$ cat src/rtl/i2c_register_reader.sv
// I2C master that reads one 16-bit register from a 7-bit-addressed slave.
// The bus is timed by a quarter-bit divider. Every bit slot has four quarters:
// Q0 SCL low and SDA set, Q1 SCL released, Q2 SDA sampled, Q3 SCL pulled low.
// The pad enables are registered so the open-drain pins never glitch.
module i2c_register_reader #(
  parameter int          INPUT_CLOCK_SPEED = 50000000,
  parameter int          I2C_SPEED         = 100000,
  parameter logic [6:0]  DEVICE_ADDRESS    = 7'h48,
  parameter logic [7:0]  REGISTER_ADDRESS  = 8'h00
) (
  input  logic        inputClock,
  input  logic        reset_n,
  input  logic        start,
  output logic        busy,
  output logic        dataValid,
  output logic [15:0] readValue,
  output logic        ackError,
  input  logic        sda_in,
  output logic        sda_oe,
  output logic        scl_oe
);

  localparam int QDIV = INPUT_CLOCK_SPEED / (4 * I2C_SPEED);
  localparam int DIVW = (QDIV > 1) ? $clog2(QDIV) : 1;
  localparam logic [DIVW-1:0] DIV_LAST = DIVW'(QDIV - 1);

  typedef enum logic [3:0] {
    IDLE, START, ADDR_W, ACK1, REG, ACK2, RSTART, ADDR_R,
    ACK3, RD_MSB, MACK, RD_LSB, MNACK, STOP
  } stateT;

  stateT           state_q, state_d;
  logic [DIVW-1:0] div_q, div_d;
  logic [1:0]      qtr_q, qtr_d;
  logic [2:0]      bitCnt_q, bitCnt_d;
  logic [7:0]      shift_q, shift_d;
  logic [7:0]      msb_q, msb_d;
  logic [15:0]     readValue_q, readValue_d;
  logic            busy_q, busy_d;
  logic            dataValid_q, dataValid_d;
  logic            ackError_q, ackError_d;
  logic            readGood_q, readGood_d;
  logic            sdaSync1_q, sdaSync2_q;
  logic            sdaOe_q, sclOe_q;
  logic            sdaLow, sclLow;
  logic            quarterTick;

  assign quarterTick = (div_q == DIV_LAST);

  // Two-flop synchroniser on the SDA pad; resets to the idle (high) bus level
  always_ff @(posedge inputClock or negedge reset_n) begin
    if (!reset_n) begin
      sdaSync1_q <= 1'b1;
      sdaSync2_q <= 1'b1;
    end else begin
      sdaSync1_q <= sda_in;
      sdaSync2_q <= sdaSync1_q;
    end
  end

  // Main state, divider, counters and result registers
  always_ff @(posedge inputClock or negedge reset_n) begin
    if (!reset_n) begin
      state_q     <= IDLE;
      div_q       <= '0;
      qtr_q       <= '0;
      bitCnt_q    <= '0;
      shift_q     <= '0;
      msb_q       <= '0;
      readValue_q <= '0;
      busy_q      <= 1'b0;
      dataValid_q <= 1'b0;
      ackError_q  <= 1'b0;
      readGood_q  <= 1'b0;
    end else begin
      state_q     <= state_d;
      div_q       <= div_d;
      qtr_q       <= qtr_d;
      bitCnt_q    <= bitCnt_d;
      shift_q     <= shift_d;
      msb_q       <= msb_d;
      readValue_q <= readValue_d;
      busy_q      <= busy_d;
      dataValid_q <= dataValid_d;
      ackError_q  <= ackError_d;
      readGood_q  <= readGood_d;
    end
  end

  // Next-state logic: quarter sequencing, sampling at the end of Q2, slot transitions at the end of Q3
  always_comb begin
    state_d     = state_q;
    div_d       = div_q;
    qtr_d       = qtr_q;
    bitCnt_d    = bitCnt_q;
    shift_d     = shift_q;
    msb_d       = msb_q;
    readValue_d = readValue_q;
    busy_d      = busy_q;
    dataValid_d = 1'b0;
    ackError_d  = ackError_q;
    readGood_d  = readGood_q;

    if (state_q == IDLE) begin
      if (start) begin
        state_d    = START;
        div_d      = '0;
        qtr_d      = '0;
        bitCnt_d   = '0;
        busy_d     = 1'b1;
        ackError_d = 1'b0;
        readGood_d = 1'b0;
      end
    end else begin
      div_d = quarterTick ? '0 : div_q + DIVW'(1);
      if (quarterTick) begin
        if (qtr_q != 2'd3) begin
          qtr_d = qtr_q + 2'd1;
          if (qtr_q == 2'd2) begin
            case (state_q)
              ACK1, ACK2, ACK3: if (sdaSync2_q) ackError_d = 1'b1;
              RD_MSB, RD_LSB:   shift_d = {shift_q[6:0], sdaSync2_q};
              default: ;
            endcase
          end
        end else begin
          qtr_d = 2'd0;
          case (state_q)
            START: begin
              state_d  = ADDR_W;
              shift_d  = {DEVICE_ADDRESS, 1'b0};
              bitCnt_d = '0;
            end
            ADDR_W, REG, ADDR_R: begin
              if (bitCnt_q == 3'd7) begin
                bitCnt_d = '0;
                case (state_q)
                  ADDR_W:  state_d = ACK1;
                  REG:     state_d = ACK2;
                  default: state_d = ACK3;
                endcase
              end else begin
                bitCnt_d = bitCnt_q + 3'd1;
                shift_d  = {shift_q[6:0], 1'b0};
              end
            end
            ACK1: begin
              state_d = ackError_q ? STOP : REG;
              shift_d = REGISTER_ADDRESS;
            end
            ACK2: state_d = ackError_q ? STOP : RSTART;
            RSTART: begin
              state_d  = ADDR_R;
              shift_d  = {DEVICE_ADDRESS, 1'b1};
              bitCnt_d = '0;
            end
            ACK3: begin
              state_d  = ackError_q ? STOP : RD_MSB;
              bitCnt_d = '0;
            end
            RD_MSB: begin
              if (bitCnt_q == 3'd7) begin
                state_d  = MACK;
                msb_d    = shift_q;
                bitCnt_d = '0;
              end else begin
                bitCnt_d = bitCnt_q + 3'd1;
              end
            end
            MACK: state_d = RD_LSB;
            RD_LSB: begin
              if (bitCnt_q == 3'd7) begin
                state_d  = MNACK;
                bitCnt_d = '0;
              end else begin
                bitCnt_d = bitCnt_q + 3'd1;
              end
            end
            MNACK: begin
              state_d    = STOP;
              readGood_d = 1'b1;
            end
            STOP: begin
              state_d = IDLE;
              busy_d  = 1'b0;
              if (readGood_q) begin
                readValue_d = {msb_q, shift_q};
                dataValid_d = 1'b1;
              end
            end
            default: state_d = IDLE;
          endcase
        end
      end
    end
  end

  // Bus levels wanted in the current quarter; START/RSTART drop SDA in Q2 and STOP raises it in Q2 while SCL is released
  always_comb begin
    sclLow = 1'b0;
    sdaLow = 1'b0;
    case (state_q)
      START: begin
        sclLow = (qtr_q == 2'd3);
        sdaLow = (qtr_q >= 2'd2);
      end
      RSTART: begin
        sclLow = (qtr_q == 2'd0) || (qtr_q == 2'd3);
        sdaLow = (qtr_q >= 2'd2);
      end
      STOP: begin
        sclLow = (qtr_q == 2'd0);
        sdaLow = (qtr_q <= 2'd1);
      end
      ADDR_W, REG, ADDR_R: begin
        sclLow = (qtr_q == 2'd0) || (qtr_q == 2'd3);
        sdaLow = ~shift_q[7];
      end
      MACK: begin
        sclLow = (qtr_q == 2'd0) || (qtr_q == 2'd3);
        sdaLow = 1'b1;
      end
      ACK1, ACK2, ACK3, RD_MSB, RD_LSB, MNACK: begin
        sclLow = (qtr_q == 2'd0) || (qtr_q == 2'd3);
        sdaLow = 1'b0;
      end
      default: begin
        sclLow = 1'b0;
        sdaLow = 1'b0;
      end
    endcase
  end

  // Registered open-drain enables so the pads only change on clock edges
  always_ff @(posedge inputClock or negedge reset_n) begin
    if (!reset_n) begin
      sdaOe_q <= 1'b0;
      sclOe_q <= 1'b0;
    end else begin
      sdaOe_q <= sdaLow;
      sclOe_q <= sclLow;
    end
  end

  assign busy      = busy_q;
  assign dataValid = dataValid_q;
  assign readValue = readValue_q;
  assign ackError  = ackError_q;
  assign sda_oe    = sdaOe_q;
  assign scl_oe    = sclOe_q;

endmodule

$ cat config.mk
export PLATFORM = sky130hd
export DESIGN_NAME = i2c_register_reader
export DESIGN_NICKNAME = d
export VERILOG_FILES = /design/src/rtl/i2c_register_reader.sv
export SDC_FILE = /design/constraint.sdc
export NUM_CORES = 1
export LEC_CHECK = 0
export BUFFER_PORTS_ARGS = -buffer_cell sky130_fd_sc_hd__buf_2
export CORE_AREA = 4 4 80 82
export CTS_CLUSTER_DIAMETER = 120
export DETAILED_ROUTE_END_ITERATION = 7
export DIE_AREA = 0 0 84 86
export PLACE_DENSITY = 0.68
export SKIP_LAST_GASP = 1
export SYNTH_ARGS = -nofsm -noshare
export SYNTH_HDL_FRONTEND = slang
export SYNTH_SLANG_ARGS = --single-unit
export TNS_END_PERCENT = 10
$ cat constraint.sdc
create_clock -name inputClock -period 5.1 [get_ports inputClock]
set_input_delay 1.275 -clock inputClock [delete_from_list [all_inputs] [get_ports inputClock]]
set_output_delay 1.275 -clock inputClock [all_outputs]
set_load 0.02 [all_outputs]
==> flow_summary.yaml, run 1 <==
status:
  status: "completed"
grt:
  grtUsageTotal: 0.154
  grt_antenna_before_repair: 0
  first_global_vias: 1898
  overflow: 0
  grt_max_degree: 57
  grt_pass1_wl_um: 9070
sta:
  slew_violations: 0
  period_minus_slack_ns: 2.85
  rsz0062_at_grt: "no"
  fmax_ghz: 0.350
  setup_tns_ns: 0
  relSlewSlack: 0.292
  period_share: 0.560
  worst_pin_slew_ns: 1.05
  fin_worst_skew_ns: 0.00498
  whs_ns: 0.361
  finalHoldViolCount: 0
  setup_viol: 0
cts:
  cts_buffers: 5
  cts_max_level: 2
  clock-sinks: 56
  post_cts_buffers: 0
  clock_latency_ns: 0.31
  cts_resized: 0
  root_buffer: "clkbuf_8"
  holdBufCountCts: 0
  tritoncts: "done"
  clk_pin_slew_ns: 0.10
  clockBufferDepth: 2
logic_synthesis:
  synth.distinct_cells: 45
  ys_ff_latch: 56
  synth-edff-count: 0
  post-synth-top-count-cell: "dfrtp_1"
  synth_seq_area_share: 0.509
  synth_area_leaders: "dfrtp_1, mux2_2, o21ai_0"
  yosys_warnings: 0
  synth_top_area_share: 0.490
  synthArstFlopShare: 1.00
  ys.flop_type: "dfrtp_1"
  syn_avg_cell_area_um2: 10.4
  synth_nets: 277
  netlist_instances: 265
  yosysTopAreaCell: "dfrtp_1"
  synth_commonest_cells: "dfrtp_1, nand2_1, mux2_2, o21ai_0, nor2_1"
  netlist_area_um2: 2760
worst_setup_path:
  regToRegSetupSlack_ns: 2.25
  crit_arrival_ns: 3.05
  rr_endpoint: "readValue[6]$_DFFE_PN0P_"
  required_ns: 5.30
  critPathLaunchType: "flop"
  worst-setup-path-type: "reg -> reg"
  end_kind: "flop"
  r2r_start: "qtr_q[1]$_DFFE_PN0P_"
  reg2reg_depth: 5
  crit_fanout: 17
placed_design:
  place_hpwl_um: 3570
  gp_congestion: 0.839
  io_buffers: 24
layout:
  n_fill_cell: 532
  num_antenna_cells: 0
  finalNetCount: 295
  drive_above_1_share: 0.218
  areaGrowthSynthToFinish_pct: 9.07
hold_path:
  hold_path_depth: 0
  worstHoldEndpoint: "sdaSync2_q$_DFF_PN1_"
  hold_path_startpoint: "sdaSync1_q$_DFF_PN1_"
  worstHoldPathType: "reg -> reg"
drt:
  first_pass_iters: 4
  drt.antenna.violating_nets: 0
  drc: 0
  wl_per_cell_um: 14.6
  drt_wl_total_um: 5230
  num_vias: 1992
  viasPerCell: 5.55
  drt_iter0_markers: 73
floorplan:
  start_util: 0.480
  ioPinCount: 25
  die_y_um: 86
  die-area_um2: 7220
  coreArea_um2: 5750
  rows: 28
  dieWidth_um: 84
power_and_ir_drop:
  p_leak_uw: 0.00139
  powerDensity_nw_per_um2: 236
  peakVddDrop_mv: 0.117
flow_run:
  max-cap-violations: 0
## worst max-delay path, cell delays in order (launching register included)
cell,delay [ns]
dfrtp_1,0.43
ha_1,0.31
inv_1,0.12
or3_1,0.54
nor4_4,0.91
mux2_2,0.42
## power breakdown
part | switching (µW) | leakage [µW] | internal, µW
Combinational | 9.30 | 0.000604 | 1.70
Clock | 145 | 0.0000434 | 110
Sequential | 0.249 | 0.000745 | 445
Total | 155 | 0.00139 | 557
## sequential cells by signal (all words and copies together) (netlist names), 2 cells and up
| register | count |
|---|---|
| state_q | 4 |
| readValue | 16 |
| div_q | 7 |
| shift_q | 8 |
| bitCnt_q | 3 |
| qtr_q | 2 |
| msb_q | 8 |
## metal layers
metal	GRT usage	wire length, µm	up-vias	part of all wire
met2	0.250	2380	54	0.46
met3	0.0279	269	11	0.051
met4	0.0629	111	0	0.021
met1	0.206	2460	954	0.47
li1	-	-	973	-
met5	0	0	-	0
## cell families (layout without fill, tap and decap cells)
kind of cell | after synthesis | in the layout | synth area share
and+or+nand+nor | 79 | 79 | 0.142
AOI/OAI and AO/OA | 68 | 68 | 0.151
DFF | 56 | 56 | 0.509
muxes | 28 | 28 | 0.113
buffers and inverters | 22 | 41 | 0.0358
adders and majority gates | 8 | 8 | 0.0363
xor gates and xnor gates | 4 | 4 | 0.0127
## how the worst max path moves through the flow
stage / cells past startpoint / to / from
finish: 5 / readValue[6]$_DFFE_PN0P_ / qtr_q[1]$_DFFE_PN0P_
global route: 5 / shift_q[3]$_DFFE_PN0P_ / state_q[1]$_DFFE_PN0P_
CTS: 5 / readValue[12]$_DFFE_PN0P_ / qtr_q[1]$_DFFE_PN0P_
detailed placement: 5 / readValue[12]$_DFFE_PN0P_ / qtr_q[1]$_DFFE_PN0P_
global placement: 5 / readValue[2]$_DFFE_PN0P_ / qtr_q[1]$_DFFE_PN0P_
floorplan: 7 / readValue[10]$_DFFE_PN0P_ / qtr_q[1]$_DFFE_PN0P_
## through the flow
step,util,setup slack (ns),total power [µW],cells,cell area [µm²]
floorplan,-,2.80,455,265,2760
global placement,0.507,2.33,466,351,2910
detailed placement,0.507,2.19,466,351,2910
CTS,0.524,2.18,723,359,3010
global route,0.524,2.00,742,359,3010
finish,0.524,2.25,712,359,3010
## cells in the final DEF (no fill, tap or decap), types with 2 or more instances in the layout
cell type	instances
nand3_1	5
nand2_1	31
o31ai_1	2
nor2_1	18
o41ai_1	2
clkinvlp_4	2
a21boi_0	2
nand3b_1	4
dfstp_2	2
o21ai_0	24
inv_1	8
nor4_1	2
clkbuf_8	6
a22o_1	4
xor2_1	2
a21o_1	3
o21a_1	2
nand2b_1	2
mux2i_1	2
ha_1	8
mux2_2	26
xnor2_1	2
buf_2	24
or3_1	2
dfrtp_1	54
a31oi_1	3
a21oi_1	15
nor2b_1	7
o22ai_1	4
## cell type report
cell class              instances  area (µm²)  share of cell area
well taps                      75        93.8              0.0312
clock inverters                 2        15.0             0.00499
flip-flops and latches         56        1400               0.466
multi-input cells             187        1260               0.418
repair buffers                 25         128              0.0424
inverters                       8        30.0             0.00998
clock buffers                   6        82.6              0.0274
Power figures use the tool's default switching activity.
==> inputs of run 2 (changes only) <==
- ABC_AREA: default -> 1
- CORE_AREA: 4 4 80 82 -> 4 4 82 84
- DIE_AREA: 0 0 84 86 -> 0 0 86 88
- PLACE_DENSITY: 0.68 -> 0.7
- clock period: 5.1 -> 2.5 ns (I/O delays scaled with it)
==> run 2 against run 1 <==
Against the previous run: total power rose to 3.7 times the previous value; synthesized cell count up 28%; sequential share of layout area down 2.5 points.
==> flow_summary.yaml, run 2 <==
logic_synthesis:
  netlist_area_um2: 2900
  syn_avg_cell_area_um2: 8.53
  yosys_warnings: 0
  synth_commonest_cells: "nand2_1, dfrtp_1, inv_1, nor2_1, nand3_1"
  synthArstFlopShare: 1.00
  post-synth-top-count-cell: "nand2_1"
  synth-edff-count: 0
  synth_nets: 352
  synth_seq_area_share: 0.484
  ys.flop_type: "dfrtp_1"
  ys_ff_latch: 56
  yosysTopAreaCell: "dfrtp_1"
  synth_area_leaders: "dfrtp_1, nand2_1, inv_1"
  synth_top_area_share: 0.466
  synth.distinct_cells: 30
  netlist_instances: 340
sta:
  rsz0062_at_grt: "no"
  fmax_ghz: 0.506
  period_minus_slack_ns: 1.98
  fin_worst_skew_ns: 0.0113
  finalHoldViolCount: 0
  worst_pin_slew_ns: 0.468
  period_share: 0.790
  slew_violations: 0
  relSlewSlack: 0.688
  setup_tns_ns: 0
  setup_viol: 0
cts:
  clock-sinks: 56
  root_buffer: "clkbuf_8"
  clk_pin_slew_ns: 0.11
  clock_latency_ns: 0.32
  cts_resized: 0
  holdBufCountCts: 0
  cts_max_level: 2
  cts_buffers: 5
  post_cts_buffers: 0
  tritoncts: "done"
  clockBufferDepth: 2
drt:
  viasPerCell: 5.00
  num_vias: 2217
  drt_iter0_markers: 110
  drt_wl_total_um: 5530
  drt.antenna.violating_nets: 0
  first_pass_iters: 4
  drc: 0
  wl_per_cell_um: 12.5
worst_setup_path:
  crit_end: "readValue[9]$_DFFE_PN0P_"
  worst-setup-path-type: "reg -> reg"
  end_kind: "flop"
  crit_path_cell_trace: "inv_1, ha_1, nand3_1, nor2_1, nand2_2, inv_2, nand4_4, inv_2, nand2_1, nand2_1"
  crit_arrival_ns: 2.23
  critPathLaunchType: "flop"
  cp_num_cells: 10
  crit_fanout: 25
  crit_slowest_cell: "dfrtp_1"
  reg2reg_depth: 10
  critPathTopFamily: "simple AND/OR/NAND/NOR gates"
  crit_buf_inv: 3
  slowest_delay_ns: 0.42
  crit_start: "div_q[0]$_DFFE_PN0P_"
  r2r_start: "div_q[0]$_DFFE_PN0P_"
  rr_endpoint: "readValue[9]$_DFFE_PN0P_"
  required_ns: 2.75
  regToRegSetupSlack_ns: 0.52
grt:
  first_global_vias: 2040
  grt_pass1_wl_um: 9560
  grt_max_degree: 26
  grtUsageTotal: 0.157
  overflow: 0
  grt_antenna_before_repair: 0
hold_path:
  worstHoldPathType: "in -> async"
status:
  status: "completed"
power_and_ir_drop:
  powerDensity_nw_per_um2: 825
  p_leak_uw: 0.00164
  peakVddDrop_mv: 0.445
placed_design:
  io_buffers: 24
  gp_congestion: 0.942
  place_hpwl_um: 4150
  dpl-instance-area_um2: 3080
  dp_cells: 435
floorplan:
  die_y_um: 88
  start_util: 0.490
  rows: 28
  dieWidth_um: 86
  ioPinCount: 25
  coreArea_um2: 5920
  die-area_um2: 7570
layout:
  layout_common_cells: "nand2_1, dfrtp_1, inv_1"
  areaGrowthSynthToFinish_pct: 9.58
  largest_reg_flops: 16
  design_area_um2: 3180
  final_cell_count_no_fill: 443
  n_fill_cell: 555
  num_antenna_cells: 0
  multiInputGateArea_um2: 1300
  finalNetCount: 379
  drive_above_1_share: 0.207
  regArea_um2: 1400
  final_common_cell: "nand2_1"
flow_run:
  max-cap-violations: 0
[run 2: changes by cell type after synthesis, moves of 13 or more]
cell / before / now
inv_1: 8 / 32
mux2_2: 26 / 0
nand2_1: 31 / 97
nand2_2: 0 / 13
nand3_1: 5 / 20
o21ai_1: 1 / 17
[run 2: worst min path at each step]
| stage | startpoint | endpoint | slack [ns] | depth (start not counted) |
|---|---|---|---|---|
| 2_1_floorplan | reset_n | ackError$_DFFE_PN0P_ | 0.33 | 0 |
| 3_3_place_gp | sdaSync1_q$_DFF_PN1_ | sdaSync2_q$_DFF_PN1_ | 0.35 | 0 |
| 3_5_place_dp | sdaSync1_q$_DFF_PN1_ | sdaSync2_q$_DFF_PN1_ | 0.35 | 0 |
| 4_1_cts | reset_n | readValue[8]$_DFFE_PN0P_ | 0.24 | 1 |
| 5_1_grt | reset_n | readValue[8]$_DFFE_PN0P_ | 0.28 | 1 |
| 6_report | reset_n | readValue[8]$_DFFE_PN0P_ | 0.24 | 1 |
[run 2: logic make-up (layout without fill, tap and decap cells)]
logic type	Yosys count	after routing	synth area share
AO/OA/AOI/OAI	49	49	0.0953
XOR/XNOR	5	5	0.0151
adder cells (fa/ha/maj)	8	8	0.0345
buffers and inverters	46	74	0.0682
flip-flops	56	56	0.484
AND/OR/NAND/NOR	176	176	0.303
[run 2: through the flow]
step	power (µW)	hold WS [ns]	utilization	setup WS, ns
2_1_floorplan	1900	0.329	-	0.929
3_3_place_gp	2110	0.347	0.520	0.707
3_5_place_dp	2110	0.347	0.520	0.586
4_1_cts	2640	0.244	0.537	0.548
5_1_grt	2810	0.275	0.537	0.331
6_report	2620	0.240	0.537	0.524
[run 2: per-layer routing]
layer  up-vias  wire length (µm)  track usage
li1       1142                 -            -
met1      1017              2730        0.222
met2        52              2450        0.246
met3         6               271       0.0292
met4         0                70       0.0489
met5         -                 0            0
[run 2: final cells by class]
type,instances,share of cell area
multi-input cells,238,0.409
well taps,75,0.0295
inverters,40,0.0472
clock buffers,5,0.0217
clock inverters,3,0.00866
flip-flops and latches,56,0.442
repair buffers,26,0.0425
[run 2: power breakdown]
| group | internal (µW) | switching, µW |
|---|---|---|
| registers | 1020 | 134 |
| logic | 293 | 653 |
| clock network | 207 | 320 |
| total | 1520 | 1110 |
